--- config.mk ---
export PLATFORM = sky130hd
export DESIGN_NAME = dram_rr_arbiter_flat
export DESIGN_NICKNAME = d
export VERILOG_FILES = /design/src/rtl/dram_rr_arbiter_if.sv /design/src/rtl/dram_rr_arbiter.sv /design/src/flat_wrapper.sv
export SDC_FILE = /design/constraint.sdc
export NUM_CORES = 1
export LEC_CHECK = 0
export BUFFER_PORTS_ARGS = -buffer_cell sky130_fd_sc_hd__buf_4
export CORE_ASPECT_RATIO = 1.75
export CORE_MARGIN = 2
export CORE_UTILIZATION = 40
export DETAILED_ROUTE_END_ITERATION = 7
export PLACE_DENSITY = 0.7
export SYNTH_ARGS = -nofsm -noshare
export SYNTH_HDL_FRONTEND = slang
export SYNTH_SLANG_ARGS = --single-unit
--- constraint.sdc ---
create_clock -name clk -period 5.38 [get_ports clk]
set_input_delay 1.345 -clock clk [delete_from_list [all_inputs] [get_ports clk]]
set_output_delay 1.345 -clock clk [all_outputs]
set_load 0.01 [all_outputs]
--- src/rtl/dram_rr_arbiter_if.sv ---
// Bundle of per-channel request/response signals and the single DRAM port
// served by dram_rr_arbiter. The requester/DRAM environment uses the master
// modport and the arbiter uses the slave modport.
interface dram_rr_arbiter_if #(
    parameter int CH_NUM = 3,
    parameter int ADDR_W = 16,
    parameter int DATA_W = 16
);
    logic [CH_NUM-1:0]        req_valid;
    logic [CH_NUM-1:0]        req_ready;
    logic [CH_NUM-1:0]        req_wen;
    logic [CH_NUM*ADDR_W-1:0] req_addr;
    logic [CH_NUM*DATA_W-1:0] req_data;
    logic                     mem_ready;
    logic                     mem_en;
    logic                     mem_wen;
    logic [ADDR_W-1:0]        mem_addr;
    logic [DATA_W-1:0]        mem_wdata;
    logic [DATA_W-1:0]        mem_rdata;
    logic [CH_NUM-1:0]        resp_valid;
    logic [CH_NUM*DATA_W-1:0] resp_data;

    modport master (
        output req_valid, req_wen, req_addr, req_data, mem_ready, mem_rdata,
        input  req_ready, mem_en, mem_wen, mem_addr, mem_wdata, resp_valid, resp_data
    );

    modport slave (
        input  req_valid, req_wen, req_addr, req_data, mem_ready, mem_rdata,
        output req_ready, mem_en, mem_wen, mem_addr, mem_wdata, resp_valid, resp_data
    );
endinterface

--- src/rtl/dram_rr_arbiter.sv ---
// dram_rr_arbiter: multiplexes CH_NUM DRAM request channels onto one DRAM port.
// One grant per cycle, registered DRAM command outputs, and read data routed
// back to the issuing channel through an RD_LAT-deep tag pipeline.
// Build option: define DRAM_ARB_FIXED_PRIO_EN for fixed priority (channel 0
// highest, no rotating pointer); default build is round-robin.
module dram_rr_arbiter #(
    parameter int CH_NUM = 3,
    parameter int ADDR_W = 16,
    parameter int DATA_W = 16,
    parameter int RD_LAT = 2
) (
    input  logic               clk,
    input  logic               reset_n,
    dram_rr_arbiter_if.slave   io_bus
);
    localparam int CH_W = (CH_NUM > 1) ? $clog2(CH_NUM) : 1;

    logic [CH_NUM-1:0]             w_grant;
    logic [CH_W-1:0]               w_grant_id;
    logic                          w_hs;

    logic                          r_mem_en;
    logic                          r_mem_wen;
    logic [ADDR_W-1:0]             r_mem_addr;
    logic [DATA_W-1:0]             r_mem_wdata;
    logic [CH_W-1:0]               r_issue_ch;

    logic [RD_LAT-1:0]             r_tag_vld;
    logic [RD_LAT-1:0][CH_W-1:0]   r_tag_ch;
    logic [CH_W-1:0]               w_ret_ch;

    logic [CH_NUM-1:0]             r_resp_valid;
    logic [CH_NUM*DATA_W-1:0]      r_resp_data;

`ifdef DRAM_ARB_FIXED_PRIO_EN
    // Fixed-priority pick: scan downward so the lowest valid channel wins last.
    always_comb begin
        w_hs       = 1'b0;
        w_grant_id = '0;
        if (io_bus.mem_ready) begin
            for (int k = CH_NUM - 1; k >= 0; k--) begin
                if (io_bus.req_valid[k]) begin
                    w_hs       = 1'b1;
                    w_grant_id = CH_W'(k);
                end else begin
                    w_grant_id = w_grant_id;
                end
            end
        end else begin
            w_hs = 1'b0;
        end
    end
`else
    logic [CH_W-1:0] r_rr_ptr;

    // Round-robin pick: scan offsets downward from r_rr_ptr so the nearest
    // valid channel (smallest offset, modulo CH_NUM) is the one that sticks.
    always_comb begin
        logic [CH_W:0] v_sum;
        w_hs       = 1'b0;
        w_grant_id = '0;
        v_sum      = '0;
        if (io_bus.mem_ready) begin
            for (int off = CH_NUM - 1; off >= 0; off--) begin
                v_sum = {1'b0, r_rr_ptr} + (CH_W + 1)'(off);
                if (v_sum >= (CH_W + 1)'(CH_NUM)) begin
                    v_sum = v_sum - (CH_W + 1)'(CH_NUM);
                end else begin
                    v_sum = v_sum;
                end
                if (io_bus.req_valid[v_sum[CH_W-1:0]]) begin
                    w_hs       = 1'b1;
                    w_grant_id = v_sum[CH_W-1:0];
                end else begin
                    w_grant_id = w_grant_id;
                end
            end
        end else begin
            w_hs = 1'b0;
        end
    end

    // Rotate the pointer to the channel after the one just served.
    always_ff @(posedge clk or negedge reset_n) begin
        if (!reset_n) begin
            r_rr_ptr <= '0;
        end else if (w_hs) begin
            if (w_grant_id == CH_W'(CH_NUM - 1)) begin
                r_rr_ptr <= '0;
            end else begin
                r_rr_ptr <= w_grant_id + CH_W'(1);
            end
        end else begin
            r_rr_ptr <= r_rr_ptr;
        end
    end
`endif

    // Expand the winning channel id into the one-hot ready vector.
    always_comb begin
        w_grant = '0;
        if (w_hs) begin
            w_grant[w_grant_id] = 1'b1;
        end else begin
            w_grant = '0;
        end
    end

    // Register the DRAM command; address/data hold when nothing is granted.
    always_ff @(posedge clk or negedge reset_n) begin
        if (!reset_n) begin
            r_mem_en    <= 1'b0;
            r_mem_wen   <= 1'b0;
            r_mem_addr  <= '0;
            r_mem_wdata <= '0;
            r_issue_ch  <= '0;
        end else if (w_hs) begin
            r_mem_en    <= 1'b1;
            r_mem_wen   <= io_bus.req_wen[w_grant_id];
            r_mem_addr  <= io_bus.req_addr[w_grant_id*ADDR_W +: ADDR_W];
            r_mem_wdata <= io_bus.req_data[w_grant_id*DATA_W +: DATA_W];
            r_issue_ch  <= w_grant_id;
        end else begin
            r_mem_en    <= 1'b0;
            r_mem_wen   <= r_mem_wen;
            r_mem_addr  <= r_mem_addr;
            r_mem_wdata <= r_mem_wdata;
            r_issue_ch  <= r_issue_ch;
        end
    end

    // Read tags enter alongside the issued command and shift every edge,
    // independent of mem_ready, so they line up with the DRAM latency.
    always_ff @(posedge clk or negedge reset_n) begin
        if (!reset_n) begin
            r_tag_vld <= '0;
            r_tag_ch  <= '0;
        end else begin
            r_tag_vld[0] <= r_mem_en & ~r_mem_wen;
            r_tag_ch[0]  <= r_issue_ch;
            for (int i = 1; i < RD_LAT; i++) begin
                r_tag_vld[i] <= r_tag_vld[i-1];
                r_tag_ch[i]  <= r_tag_ch[i-1];
            end
        end
    end

    assign w_ret_ch = r_tag_ch[RD_LAT-1];

    // Capture returning read data into the issuing channel's slot; other
    // slots keep their last value, the strobe lasts one cycle.
    always_ff @(posedge clk or negedge reset_n) begin
        if (!reset_n) begin
            r_resp_valid <= '0;
            r_resp_data  <= '0;
        end else if (r_tag_vld[RD_LAT-1]) begin
            r_resp_valid           <= '0;
            r_resp_valid[w_ret_ch] <= 1'b1;
            r_resp_data[w_ret_ch*DATA_W +: DATA_W] <= io_bus.mem_rdata;
        end else begin
            r_resp_valid <= '0;
            r_resp_data  <= r_resp_data;
        end
    end

    assign io_bus.req_ready  = w_grant;
    assign io_bus.mem_en     = r_mem_en;
    assign io_bus.mem_wen    = r_mem_wen;
    assign io_bus.mem_addr   = r_mem_addr;
    assign io_bus.mem_wdata  = r_mem_wdata;
    assign io_bus.resp_valid = r_resp_valid;
    assign io_bus.resp_data  = r_resp_data;
endmodule

--- src/flat_wrapper.sv ---
// flat-port wrapper written by rule: the top's interface ports become plain ports
module dram_rr_arbiter_flat 
#(
    parameter int CH_NUM = 3,
    parameter int ADDR_W = 16,
    parameter int DATA_W = 16,
    parameter int RD_LAT = 2
)
  (clk, reset_n, io_bus_req_valid, io_bus_req_wen, io_bus_req_addr, io_bus_req_data, io_bus_mem_ready, io_bus_mem_rdata, io_bus_req_ready, io_bus_mem_en, io_bus_mem_wen, io_bus_mem_addr, io_bus_mem_wdata, io_bus_resp_valid, io_bus_resp_data);
  dram_rr_arbiter_if #(.CH_NUM(CH_NUM), .ADDR_W(ADDR_W), .DATA_W(DATA_W)) io_bus_i ();
  input  logic clk;
  input  logic reset_n;
  input wire logic [$bits(io_bus_i.req_valid)-1:0] io_bus_req_valid;
  input wire logic [$bits(io_bus_i.req_wen)-1:0] io_bus_req_wen;
  input wire logic [$bits(io_bus_i.req_addr)-1:0] io_bus_req_addr;
  input wire logic [$bits(io_bus_i.req_data)-1:0] io_bus_req_data;
  input wire logic [$bits(io_bus_i.mem_ready)-1:0] io_bus_mem_ready;
  input wire logic [$bits(io_bus_i.mem_rdata)-1:0] io_bus_mem_rdata;
  output wire logic [$bits(io_bus_i.req_ready)-1:0] io_bus_req_ready;
  output wire logic [$bits(io_bus_i.mem_en)-1:0] io_bus_mem_en;
  output wire logic [$bits(io_bus_i.mem_wen)-1:0] io_bus_mem_wen;
  output wire logic [$bits(io_bus_i.mem_addr)-1:0] io_bus_mem_addr;
  output wire logic [$bits(io_bus_i.mem_wdata)-1:0] io_bus_mem_wdata;
  output wire logic [$bits(io_bus_i.resp_valid)-1:0] io_bus_resp_valid;
  output wire logic [$bits(io_bus_i.resp_data)-1:0] io_bus_resp_data;
  assign io_bus_i.req_valid = io_bus_req_valid;
  assign io_bus_i.req_wen = io_bus_req_wen;
  assign io_bus_i.req_addr = io_bus_req_addr;
  assign io_bus_i.req_data = io_bus_req_data;
  assign io_bus_i.mem_ready = io_bus_mem_ready;
  assign io_bus_i.mem_rdata = io_bus_mem_rdata;
  assign io_bus_req_ready = io_bus_i.req_ready;
  assign io_bus_mem_en = io_bus_i.mem_en;
  assign io_bus_mem_wen = io_bus_i.mem_wen;
  assign io_bus_mem_addr = io_bus_i.mem_addr;
  assign io_bus_mem_wdata = io_bus_i.mem_wdata;
  assign io_bus_resp_valid = io_bus_i.resp_valid;
  assign io_bus_resp_data = io_bus_i.resp_data;
  dram_rr_arbiter #(.CH_NUM(CH_NUM), .ADDR_W(ADDR_W), .DATA_W(DATA_W), .RD_LAT(RD_LAT)) u_core (.clk(clk), .reset_n(reset_n), .io_bus(io_bus_i));
endmodule
Word level (Yosys, flattened, before mapping). Cells that the tools add are included.

Flip-flop bits (word level): 95. Input port bits: 121. Word-level logic and storage cells: 68.

Add/subtract/negate cells: 7. $lt $le $gt $ge: 10. Equal/unequal tests: 1. Shift operators: 4. Muxes and demuxes: 31. Bitwise operators: 2. Reductions and logical operators: 2.

Operator list (count): 48-bit by 7-bit indexed part select with 16-bit output (2); 48-bit bitwise mux (1); 16-bit by 34-bit variable shift with 48-bit output (first input constant) (1); 16-bit by 34-bit indexed part select with 48-bit output (1); 6-bit negation with 34-bit output (1); 2-bit 2-to-1 mux (11); 2-bit by 3-bit < comparator with 1-bit output (second input constant) (5); 1-bit 2-to-1 mux (11); 1-bit binary-select mux with 2-bit select (4); 3-bit by 2-bit greater-or-equal comparator with 1-bit output (second input constant) (2); 3-bit 2-to-1 mux (2); 2-bit subtractor (second input constant) (3); 1-bit demux with 2-bit select (2); 2-bit by 1-bit greater-or-equal comparator with 1-bit output (second input constant) (2); 2-bit by 1-bit adder with 3-bit output (second input constant) (1); 2-bit by 2-bit adder with 3-bit output (second input constant) (1); 2-bit by 1-bit adder with 2-bit output (second input constant) (1); 2-bit equality test (second input constant) (1); 2-bit greater-or-equal comparator (second input constant) (1); 1-bit logical AND (2); 1-bit bitwise AND (1); 1-bit NOT (1).

Longest topological paths before layout. Gate-level depths: netlist (run 1).

Word-level depth: 15. Gate-level depth with buffers: 10. Depth with buffers taken out: 8.

Worst setup path after synthesis (run 1). Ideal clock, no wire load.

Kind: input port to output port. From: input port io_bus_req_valid[2]. To: output port io_bus_req_ready[0]. Arrival: 2.516 ns. Required time: 4.035 ns. Setup slack: 1.519 ns. Cell stages on the path: 8. Path buffers: 2. Cell sequence: buf_2 > nor3_1 > nor3_1 > nand3_2 > inv_2 > nand2b_1 > buf_2 > nor2_1.

Elaborated cells on any way between the ends: 20. Those cells by class: order compare: 2; mux: 17; reduce/logical: 1.

RTL lines: start: declaration (RTL line flat_wrapper.sv:13) `input wire logic [$bits(io_bus_i.req_valid)-1:0] io_bus_req_valid;`; 1-bit binary-select mux with 2-bit select (RTL line dram_rr_arbiter.sv:71) `if (io_bus.req_valid[v_sum[CH_W-1:0]]) begin`; 1-bit 2-to-1 mux (implied by the code) (RTL line dram_rr_arbiter.sv:71); 1-bit 2-to-1 mux (2 in series) (RTL line dram_rr_arbiter.sv:71); 1-bit 2-to-1 mux (*) (RTL line dram_rr_arbiter.sv:71); 1-bit 2-to-1 mux (*) (RTL line dram_rr_arbiter.sv:63) `if (io_bus.mem_ready) begin`; via u_core.w_hs (RTL line dram_rr_arbiter.sv:20) `logic w_hs;`; 3-bit 2-to-1 mux (*) (RTL line dram_rr_arbiter.sv:102) `if (w_hs) begin`; end: declaration (RTL line flat_wrapper.sv:19) `output wire logic [$bits(io_bus_i.req_ready)-1:0] io_bus_req_ready;`.

Mark *: on every way through the listed nets, which the timed path passes. The rest lies on a longest branch. The select of a mux whose other input is x is not followed.

Worst setup path after layout (run 1).
From: input port io_bus_req_valid[0]. To: output port io_bus_req_ready[2].

Cells in the longest elaborated chain, start to end: 11. Elaborated cells on any way between the ends: 20. Those cells by class: order compare: 2; mux: 17; reduce/logical: 1.

RTL lines: 1-bit binary-select mux with 2-bit select (RTL line dram_rr_arbiter.sv:71); 1-bit 2-to-1 mux (implied by the code) (RTL line dram_rr_arbiter.sv:71); 2-bit 2-to-1 mux (3 in series) (RTL line dram_rr_arbiter.sv:71); 2-bit 2-to-1 mux (RTL line dram_rr_arbiter.sv:63); 2-bit by 3-bit < comparator with 1-bit output (implied by the code) / 2-bit by 1-bit greater-or-equal comparator with 1-bit output (equally long branches) (RTL line dram_rr_arbiter.sv:103) `w_grant[w_grant_id] = 1'b1;`; 1-bit logical AND (implied by the code) (RTL line dram_rr_arbiter.sv:103); 1-bit 2-to-1 mux (implied by the code) (RTL line dram_rr_arbiter.sv:103); 1-bit demux with 2-bit select; 3-bit 2-to-1 mux (*) (RTL line dram_rr_arbiter.sv:102).

Mark *: on every way between the ends. The rest lies on a longest branch, timed or not. The select of a mux whose other input is x is not followed.

==> flow_metrics.py, run 1 <==
metrics = {
    "status": {
        "status": "complete, no violations",
    },
    "min_path": {
        "hold_depth": 0,
        "hp-class": "flop to flop",
    },
    "floorplanning": {
        "coreArea_um2": 10120,
        "dieArea_um2": 11130,
        "io_pins": 209,
        "die-width_um": 80.61,
        "fp.dieH_um": 138.1,
        "rows": 49,
        "start_util_pct": 40.61,
    },
    "sta": {
        "finClkSkew_ns": 0.01183,
        "rsz0062_at_grt": "no",
        "slew_viol_final": 0,
        "setup_viol": 0,
        "final_hold_viol_count": 0,
        "final.min_clock_period_ns": 4.246,
        "period_share_pct": 78.91,
        "max_freq_mhz": 235.5,
        "worst_pin_slew_ns": 0.9883,
        "max_slew_margin_pct": 33.62,
        "setup_tns_ns": 0,
    },
    "setup_path": {
        "path_max_fanout": 32,
        "endpoint_kind": "output port",
        "cp.required_ns": 4.03,
        "slowest_delay_ns": 0.41,
        "path_cells": "buf_4 -> nand2b_1 -> a2111oi_4 -> nand2_1 -> inv_2 -> buf_4 -> buf_4",
        "critPathKind": "input pin to output port",
        "critPathArrivalTime_ns": 2.90,
        "cp_common_cell": "buf_4",
        "startpoint_type": "input pin",
        "ff2ff_path_depth": 8,
        "cp_slowest_cell": "a2111oi_4",
    },
    "route": {
        "wirelength_um": 11910,
        "ant_nets": 0,
        "drt_iter0_drc": 109,
        "vias": 3539,
        "dr.pass1.iters": 4,
        "vias_per_cell": 5.403,
        "wl_per_cell_um": 18.18,
        "drc": 0,
    },
    "synthesis": {
        "yosysUniqueCellTypes": 38,
        "synth_area_per_cell_um2": 12.76,
        "ys_seq_elements": 95,
        "yosys_warnings": 0,
        "synth_area_um2": 4108,
        "synthCells": 322,
        "syn_nets": 449,
        "synth.yosys.seq_area_share_pct": 57.87,
    },
    "clock_network": {
        "postCtsSetupBuffers": 0,
        "clk_pin_slew_ns": 0.06,
        "cts_hold_buffers": 0,
        "clock_sinks": 95,
        "cts_inserted_buffers": 9,
        "insertion_delay_ns": 0.33,
        "cts_tree": "yes",
        "cts_resized": 0,
        "clk_path_buf_depth": 2,
        "ctsHtreeMaxLevel": 3,
        "cts-root-buf": "clkbuf_16",
    },
    "grt": {
        "grt_pass1_wl_um": 19360,
        "gr-usage-all-layers_pct": 22.29,
        "grt_max_degree": 57,
        "grt-ovfl-total": 0,
        "grt_pass1_vias": 3858,
        "antenna_found_initial": 0,
    },
    "place": {
        "place_congestion": 0.7536,
        "dp_hpwl_um": 8837,
        "io_buffers": 208,
    },
    "power": {
        "p_leak_nw": 3.033,
        "powerDensity_nw_per_um2": 574.3,
        "peakVddDrop_uv": 326.0,
    },
    "flow_run": {
        "max_cap_violations": 0,
    },
    "cells_and_area": {
        "final_core_util_pct": 60.19,
        "diodes": 0,
        "layout_commonest_cell": "buf_4",
        "final_cell_mix": "buf_4, dfrtp_1, a22o_1",
        "area_delta_synth_final_pct": 48.22,
        "drive_above_1_share_pct": 45.27,
        "layout.nets": 651,
    },
}
==> per-stage QoR <==
step	setup WS (ns)	instances	hold WS, ns	power, mW	cell area [um^2]
final	1.134	655	0.3520	3.496	6088
after global routing	1.025	655	0.3631	3.736	6088
after CTS	1.130	655	0.3548	3.543	6088
after detailed placement	1.126	640	0.3402	2.856	5771
after global placement	1.208	640	0.3346	2.805	5771
after floorplan	1.519	322	0.3312	2.089	4108
==> final cells by class <==
type,instances,area (um^2)
Fill cell,886,4028
Sequential cell,95,2377
Timing Repair Buffer,214,1607
Multi-Input combinational cell,194,1590
Clock buffer,9,225.2
Tap cell,127,158.9
Clock inverter,6,92.59
Inverter,10,37.54
==> metal layers <==
metal  global-route usage [%]  up-vias  part of all wire (%)
li1                         -     1619                     -
met1                    24.90     1735                    35
met2                    40.96      167                    56
met3                    4.373       18                   7.3
met4                    7.583        0                   2.0
met5                        0        -                     0
==> logic make-up (layout without fill, tap and decap cells) <==
group / after synthesis / count (layout) / share of synthesized area [%]
AOI/OAI and AO/OA: 121 / 121 / 22.27
and+or+nand+nor: 33 / 33 / 5.391
DFF: 95 / 95 / 57.87
muxes: 34 / 34 / 8.316
adders and majority gates: 6 / 6 / 1.828
buffers and inverters: 33 / 239 / 4.325
==> report_power, final <==
part           internal [mW]  total [mW]  switching [mW]
sequential              1.05        1.25           0.201
combinational          0.819        1.58           0.758
clock                  0.408       0.673           0.265
total                   2.27        3.50            1.22
==> cells in the mapped netlist <==
cell	number	area, um^2
ha_1	6	75.07
buf_2	9	45.04
o21ai_1	32	160.2
mux2i_1	33	330.3
a41oi_2	1	16.27
buf_6	1	11.26
clkbuf_1	9	33.78
o22ai_1	2	12.51
dfrtp_1	95	2377
nor3_1	3	15.01
inv_1	8	30.03
or2_1	1	6.260
o21bai_1	1	7.510
nor4bb_1	2	20.02
and3_1	1	6.260
nor4_1	2	12.51
buf_4	2	15.01
a22oi_1	31	232.7
nor4b_2	2	30.03
nand3_1	1	5.000
a31oi_1	1	6.260
a2111oi_4	1	27.53
inv_2	2	7.510
nand3_2	1	10.01
o221a_1	1	11.26
buf_12	1	20.02
nor2_1	3	11.26
a21o_1	2	15.01
and2_1	1	6.260
nand2b_1	3	18.77
buf_8	1	15.01
nand2_1	6	22.52
nor4_2	2	25.02
a22o_1	48	420.4
mux2_2	1	11.26
nor2b_1	4	25.02
o21ai_0	1	5.000
nand3b_1	1	7.510
==> critical path, delay by kind of cell <==
kind / cells / cell delay [ns]
and+or+nand+nor: 2 / 0.39
buffers and inverters: 4 / 0.75
AOI/OAI and AO/OA: 1 / 0.41
==> flip-flops by register name, summed over array words and instances (netlist names), 2 cells and up <==
signal / count
u_core.r_issue_ch: 2
u_core.io_bus.resp_valid: 3
u_core.io_bus.resp_data: 48
u_core.io_bus.mem_wdata: 16
u_core.r_tag_ch: 2
u_core.io_bus.mem_addr: 16
u_core.r_rr_ptr: 2
u_core.r_tag_vld: 2
u_core.w_ret_ch: 2
==> path summary, 6_finish.rpt <==
| check | start | endpoint | slack (ns) |
|---|---|---|---|
| min in group asynchronous | reset_n | u_core.io_bus.resp_valid[1]$_DFF_PN0_ | 1.05 |
| max reg2reg | u_core.r_rr_ptr[0]$_DFFE_PN0P_ | u_core.io_bus.mem_addr[1]$_DFFE_PN0P_ | 2.83 |
| max | io_bus_req_valid[0] | io_bus_req_ready[2] | 1.13 |
| max in group asynchronous | reset_n | u_core.io_bus.mem_wdata[1]$_DFFE_PN0P_ | 3.33 |
| min | u_core.r_tag_ch[1]$_DFF_PN0_ | u_core.w_ret_ch[1]$_DFF_PN0_ | 0.35 |
| min reg2reg | u_core.r_tag_ch[1]$_DFF_PN0_ | u_core.w_ret_ch[1]$_DFF_PN0_ | 0.35 |
Power figures use the tool's default switching activity.
==> run 2, diff against run 1 <==
Clock period 5.38 ns to 4.2 ns, I/O delays scaled along.
==> run 2 against run 1 <==
  * Final cell count is 0.15% higher
  * Combinational power up 29%
  * Cell area grew 0.90%
  * Clock skew shrank 0.0021 ns
  * Critical path type unchanged
==> flow_metrics.py, run 2 (same netlist as run 1, synthesis figures left out) <==
metrics = {
    "floorplanning": {
        "die-width_um": 80.61,
        "io_pins": 209,
        "coreArea_um2": 10120,
        "start_util_pct": 40.61,
        "dieArea_um2": 11130,
        "rows": 49,
        "fp.dieH_um": 138.1,
    },
    "cells_and_area": {
        "finalNonFillerCells": 656,
        "layout.nets": 652,
        "layout_commonest_cell": "buf_4",
        "area_delta_synth_final_pct": 49.56,
        "final_cell_mix": "buf_4, dfrtp_1, a22o_1",
        "drive_above_1_share_pct": 45.37,
        "largest_reg_flops": 48,
        "diodes": 0,
    },
    "setup_path": {
        "endpoint_kind": "output port",
        "cp.required_ns": 3.15,
        "critPathArrivalTime_ns": 2.22,
        "startpoint_type": "input pin",
        "critPathKind": "input pin to output port",
        "path_max_fanout": 6,
    },
    "clock_network": {
        "postCtsSetupBuffers": 0,
        "cts-root-buf": "clkbuf_16",
        "cts_resized": 0,
        "cts_inserted_buffers": 9,
        "cts_tree": "yes",
        "cts_hold_buffers": 0,
        "clk_pin_slew_ns": 0.06,
        "clock_sinks": 95,
        "ctsHtreeMaxLevel": 3,
        "clk_path_buf_depth": 2,
        "insertion_delay_ns": 0.34,
    },
    "sta": {
        "finClkSkew_ns": 0.009739,
        "final.min_clock_period_ns": 3.272,
        "final_hold_viol_count": 0,
        "setup_tns_ns": 0,
        "rsz0062_at_grt": "no",
        "max_freq_mhz": 305.6,
        "worst_pin_slew_ns": 1.017,
        "period_share_pct": 77.91,
        "setup_viol": 0,
        "slew_viol_final": 0,
        "max_slew_margin_pct": 31.70,
    },
    "grt": {
        "grt_pass1_vias": 3837,
        "grt_pass1_wl_um": 19510,
        "grt-ovfl-total": 0,
        "gr-usage-all-layers_pct": 22.74,
        "antenna_found_initial": 0,
        "grt_max_degree": 46,
    },
    "place": {
        "placedCellCount": 641,
        "place_congestion": 0.8337,
        "dp_hpwl_um": 8997,
        "io_buffers": 208,
    },
    "route": {
        "ant_nets": 0,
        "drc": 0,
        "drt_iter0_drc": 148,
        "vias_per_cell": 5.485,
        "vias": 3598,
        "wirelength_um": 12230,
        "wl_per_cell_um": 18.64,
        "dr.pass1.iters": 4,
    },
    "power": {
        "powerDensity_nw_per_um2": 752.8,
        "p_leak_nw": 3.067,
        "peakVddDrop_uv": 515.5,
    },
    "min_path": {
        "hp-class": "flop to flop",
    },
    "flow_run": {
        "max_cap_violations": 0,
    },
    "status": {
        "status": "complete, no violations",
    },
}
run 2: layer usage:
metal	vias to the layer above	GRT usage [%]	part of all wire, %
met5	-	0	0
met4	0	7.583	1.9
met3	17	5.157	7.2
met2	162	42.02	56
met1	1789	24.81	35
li1	1630	-	-
run 2: report_power, final:
group	internal (mW)	total, mW	switching, mW
clock	0.645	0.994	0.349
sequential	1.34	1.59	0.253
combinational	1.05	2.04	0.987
total	3.04	4.62	1.59
run 2: critical path: stages:
cell and delay (ns):
buf_4 0.14, nand2b_1 0.17, a2111oi_4 0.41, nand2_1 0.24
inv_2 0.10, buf_4 0.11
run 2: final timing paths:
path                                                 from                                 endpoint  slack [ns]  cells after the start
setup reg to reg           u_core.r_rr_ptr[0]$_DFFE_PN0P_    u_core.io_bus.mem_addr[1]$_DFFE_PN0P_        1.55                      8
setup / recovery                      io_bus_req_valid[0]                      io_bus_req_ready[2]        0.93                      6
min in group asynchronous                         reset_n  u_core.io_bus.resp_data[45]$_DFFE_PN0P_        0.70                      1
max in group asynchronous                         reset_n   u_core.io_bus.mem_wdata[1]$_DFFE_PN0P_        2.72                      2
hold reg to reg             u_core.r_tag_vld[0]$_DFF_PN0_            u_core.r_tag_vld[1]$_DFF_PN0_        0.35                      0
hold / removal              u_core.r_tag_vld[0]$_DFF_PN0_            u_core.r_tag_vld[1]$_DFF_PN0_        0.35                      0
run 2: layout make-up:
| class | count | area [um^2] |
|---|---|---|
| clock inverter | 6 | 140.1 |
| clock buffer | 9 | 225.2 |
| tap | 127 | 158.9 |
| multi-input combinational | 194 | 1590 |
| timing repair buffer | 215 | 1614 |
| sequential | 95 | 2377 |
| fill | 883 | 3973 |
| inverter | 10 | 37.54 |
run 2: through the flow:
step	cell area [um^2]	hold WS [ns]	util, %	setup slack [ns]	power [mW]
after floorplan	4108	0.3312	-	0.9286	2.676
after global placement	5778	0.3335	57.12	0.9740	3.599
after CTS	6143	0.3534	60.73	0.9192	4.685
after detailed placement	5778	0.3395	57.12	0.9236	3.674
after global routing	6143	0.3562	60.73	0.7928	4.913
final	6143	0.3522	60.73	0.9277	4.625
==> run 3, diff against run 2 <==
Clock period 4.2 ns to 3.3 ns, I/O delays scaled along.
==> run 3 against run 2 <==
  * Combinational power rose by 26%
  * Sequential power increased by 28%
  * Non-clock buffer count grew 2
  * Count of clock-buffer cells in the layout rose by 1
  * Die area stayed put
  * Global-route usage decreased by 0.47 points
  * Clock power grew 8%
  * Power rose by 23%
  * Clock skew fell by 0.00080 ns
  * Critical path depth rose by 1
  * First-iteration DRC count shrank 16%
  * Wire length decreased by 0.61%
  * Largest power group unchanged
==> flow_metrics.py, run 3 (same netlist as run 1, synthesis figures left out) <==
metrics = {
    "clock_network": {
        "clk_path_buf_depth": 2,
        "cts_tree": "yes",
        "cts-root-buf": "clkbuf_16",
        "clk_pin_slew_ns": 0.06,
        "cts_resized": 0,
        "insertion_delay_ns": 0.33,
        "cts_hold_buffers": 0,
        "clock_sinks": 95,
        "ctsHtreeMaxLevel": 3,
        "cts_inserted_buffers": 9,
        "postCtsSetupBuffers": 0,
    },
    "place": {
        "placedCellCount": 643,
        "placed_cell_area_um2": 5806,
        "place_congestion": 0.7551,
        "io_buffers": 208,
        "dp_hpwl_um": 9086,
    },
    "setup_path": {
        "critPathKind": "flop to output port",
        "timing.rr.end": "u_core.io_bus.mem_addr[1]$_DFFE_PN0P_",
        "cp.required_ns": 2.47,
        "startpoint_type": "flop",
        "path_max_fanout": 9,
        "r2r-start": "u_core.r_rr_ptr[0]$_DFFE_PN0P_",
        "r2r_slack_ns": 0.67,
        "ff2ff_path_depth": 8,
        "critPathArrivalTime_ns": 2.21,
        "endpoint_kind": "output port",
    },
    "grt": {
        "grt_pass1_vias": 3833,
        "grt_max_degree": 57,
        "antenna_found_initial": 0,
        "grt_pass1_wl_um": 19250,
        "grt-ovfl-total": 0,
        "gr-usage-all-layers_pct": 22.27,
    },
    "route": {
        "vias_per_cell": 5.452,
        "drt_iter0_drc": 124,
        "wl_per_cell_um": 18.44,
        "wirelength_um": 12150,
        "ant_nets": 0,
        "dr.pass1.iters": 6,
        "vias": 3593,
        "drc": 0,
    },
    "floorplanning": {
        "fp.dieH_um": 138.1,
        "coreArea_um2": 10120,
        "io_pins": 209,
        "rows": 49,
        "start_util_pct": 40.61,
        "dieArea_um2": 11130,
        "die-width_um": 80.61,
    },
    "sta": {
        "setup_tns_ns": 0,
        "slew_viol_final": 0,
        "rsz0062_at_grt": "no",
        "setup_viol": 0,
        "final_hold_viol_count": 0,
        "max_freq_mhz": 329.8,
        "period_share_pct": 91.88,
        "final.min_clock_period_ns": 3.032,
        "worst_pin_slew_ns": 0.8052,
        "max_slew_margin_pct": 46.19,
        "finClkSkew_ns": 0.008940,
        "holdWs_ns": 0.3473,
    },
    "power": {
        "peakVddDrop_uv": 503.3,
        "p_total_mw": 5.683,
        "powerDensity_nw_per_um2": 928.5,
        "p_leak_nw": 3.054,
    },
    "min_path": {
        "hp-class": "flop to flop",
        "min_from": "u_core.r_tag_ch[0]$_DFF_PN0_",
        "min_to": "u_core.w_ret_ch[0]$_DFF_PN0_",
        "hold_depth": 0,
    },
    "flow_run": {
        "max_cap_violations": 0,
    },
    "cells_and_area": {
        "area_delta_synth_final_pct": 49.01,
        "largest_reg_flops": 48,
        "drive_above_1_share_pct": 45.68,
        "layout.nets": 654,
        "finalNonFillerCells": 659,
        "finish.instance_area_um2": 6121,
        "fillers": 868,
        "diodes": 0,
        "layout_commonest_cell": "buf_4",
        "final_cell_mix": "buf_4, dfrtp_1, a22o_1",
    },
    "status": {
        "status": "complete, no violations",
    },
}
## run 3: critical path, stage by stage (launching register included)
cell and delay (ns):
dfrtp_1 0.35, inv_1 0.06, ha_1 0.40, and3_1 0.25, a2111oi_4 0.37, nand2_1 0.24, inv_2 0.10, buf_4 0.12
## run 3: report_power, final
group	internal [mW]	switching (mW)
Sequential	1.71	0.326
Clock	0.621	0.448
Combinational	1.34	1.24
## run 3: final cells by class
class	count	area, um^2	area share, %
inverters	10	37.54	0.6132
repair buffers	217	1642	26.82
flip-flops and latches	95	2377	38.84
clock buffers	10	239.0	3.904
clock inverters	6	76.32	1.247
well taps	127	158.9	2.596
multi-input cells	194	1590	25.98
## run 3: worst max-delay path by stage
stage	from	end	slack [ns]	cells after the start
2_1_floorplan	io_bus_req_valid[2]	io_bus_req_ready[0]	0.48	8
3_3_place_gp	io_bus_req_valid[0]	io_bus_req_ready[2]	0.52	6
3_5_place_dp	io_bus_req_valid[0]	io_bus_req_ready[2]	0.49	6
4_1_cts	u_core.r_rr_ptr[0]$_DFFE_PN0P_	io_bus_req_ready[2]	0.27	7
5_1_grt	u_core.r_rr_ptr[0]$_DFFE_PN0P_	io_bus_req_ready[2]	0.11	7
6_report	u_core.r_rr_ptr[0]$_DFFE_PN0P_	io_bus_req_ready[2]	0.27	7
## run 3: layer usage
metal  wire length, um  vias to the layer above  global-route usage [%]
li1                  -                     1623                       -
met1              4157                     1791                   23.25
met2              6874                      161                   42.28
met3               861                       18                   4.961
met4               259                        0                   7.404
met5                 0                        -                       0
## run 3: per-stage QoR
step | setup WS (ns) | util, %
2_1_floorplan | 0.4786 | -
3_3_place_gp | 0.5197 | 57.39
3_5_place_dp | 0.4936 | 57.39
4_1_cts | 0.2704 | 60.51
5_1_grt | 0.1058 | 60.51
6_report | 0.2680 | 60.51
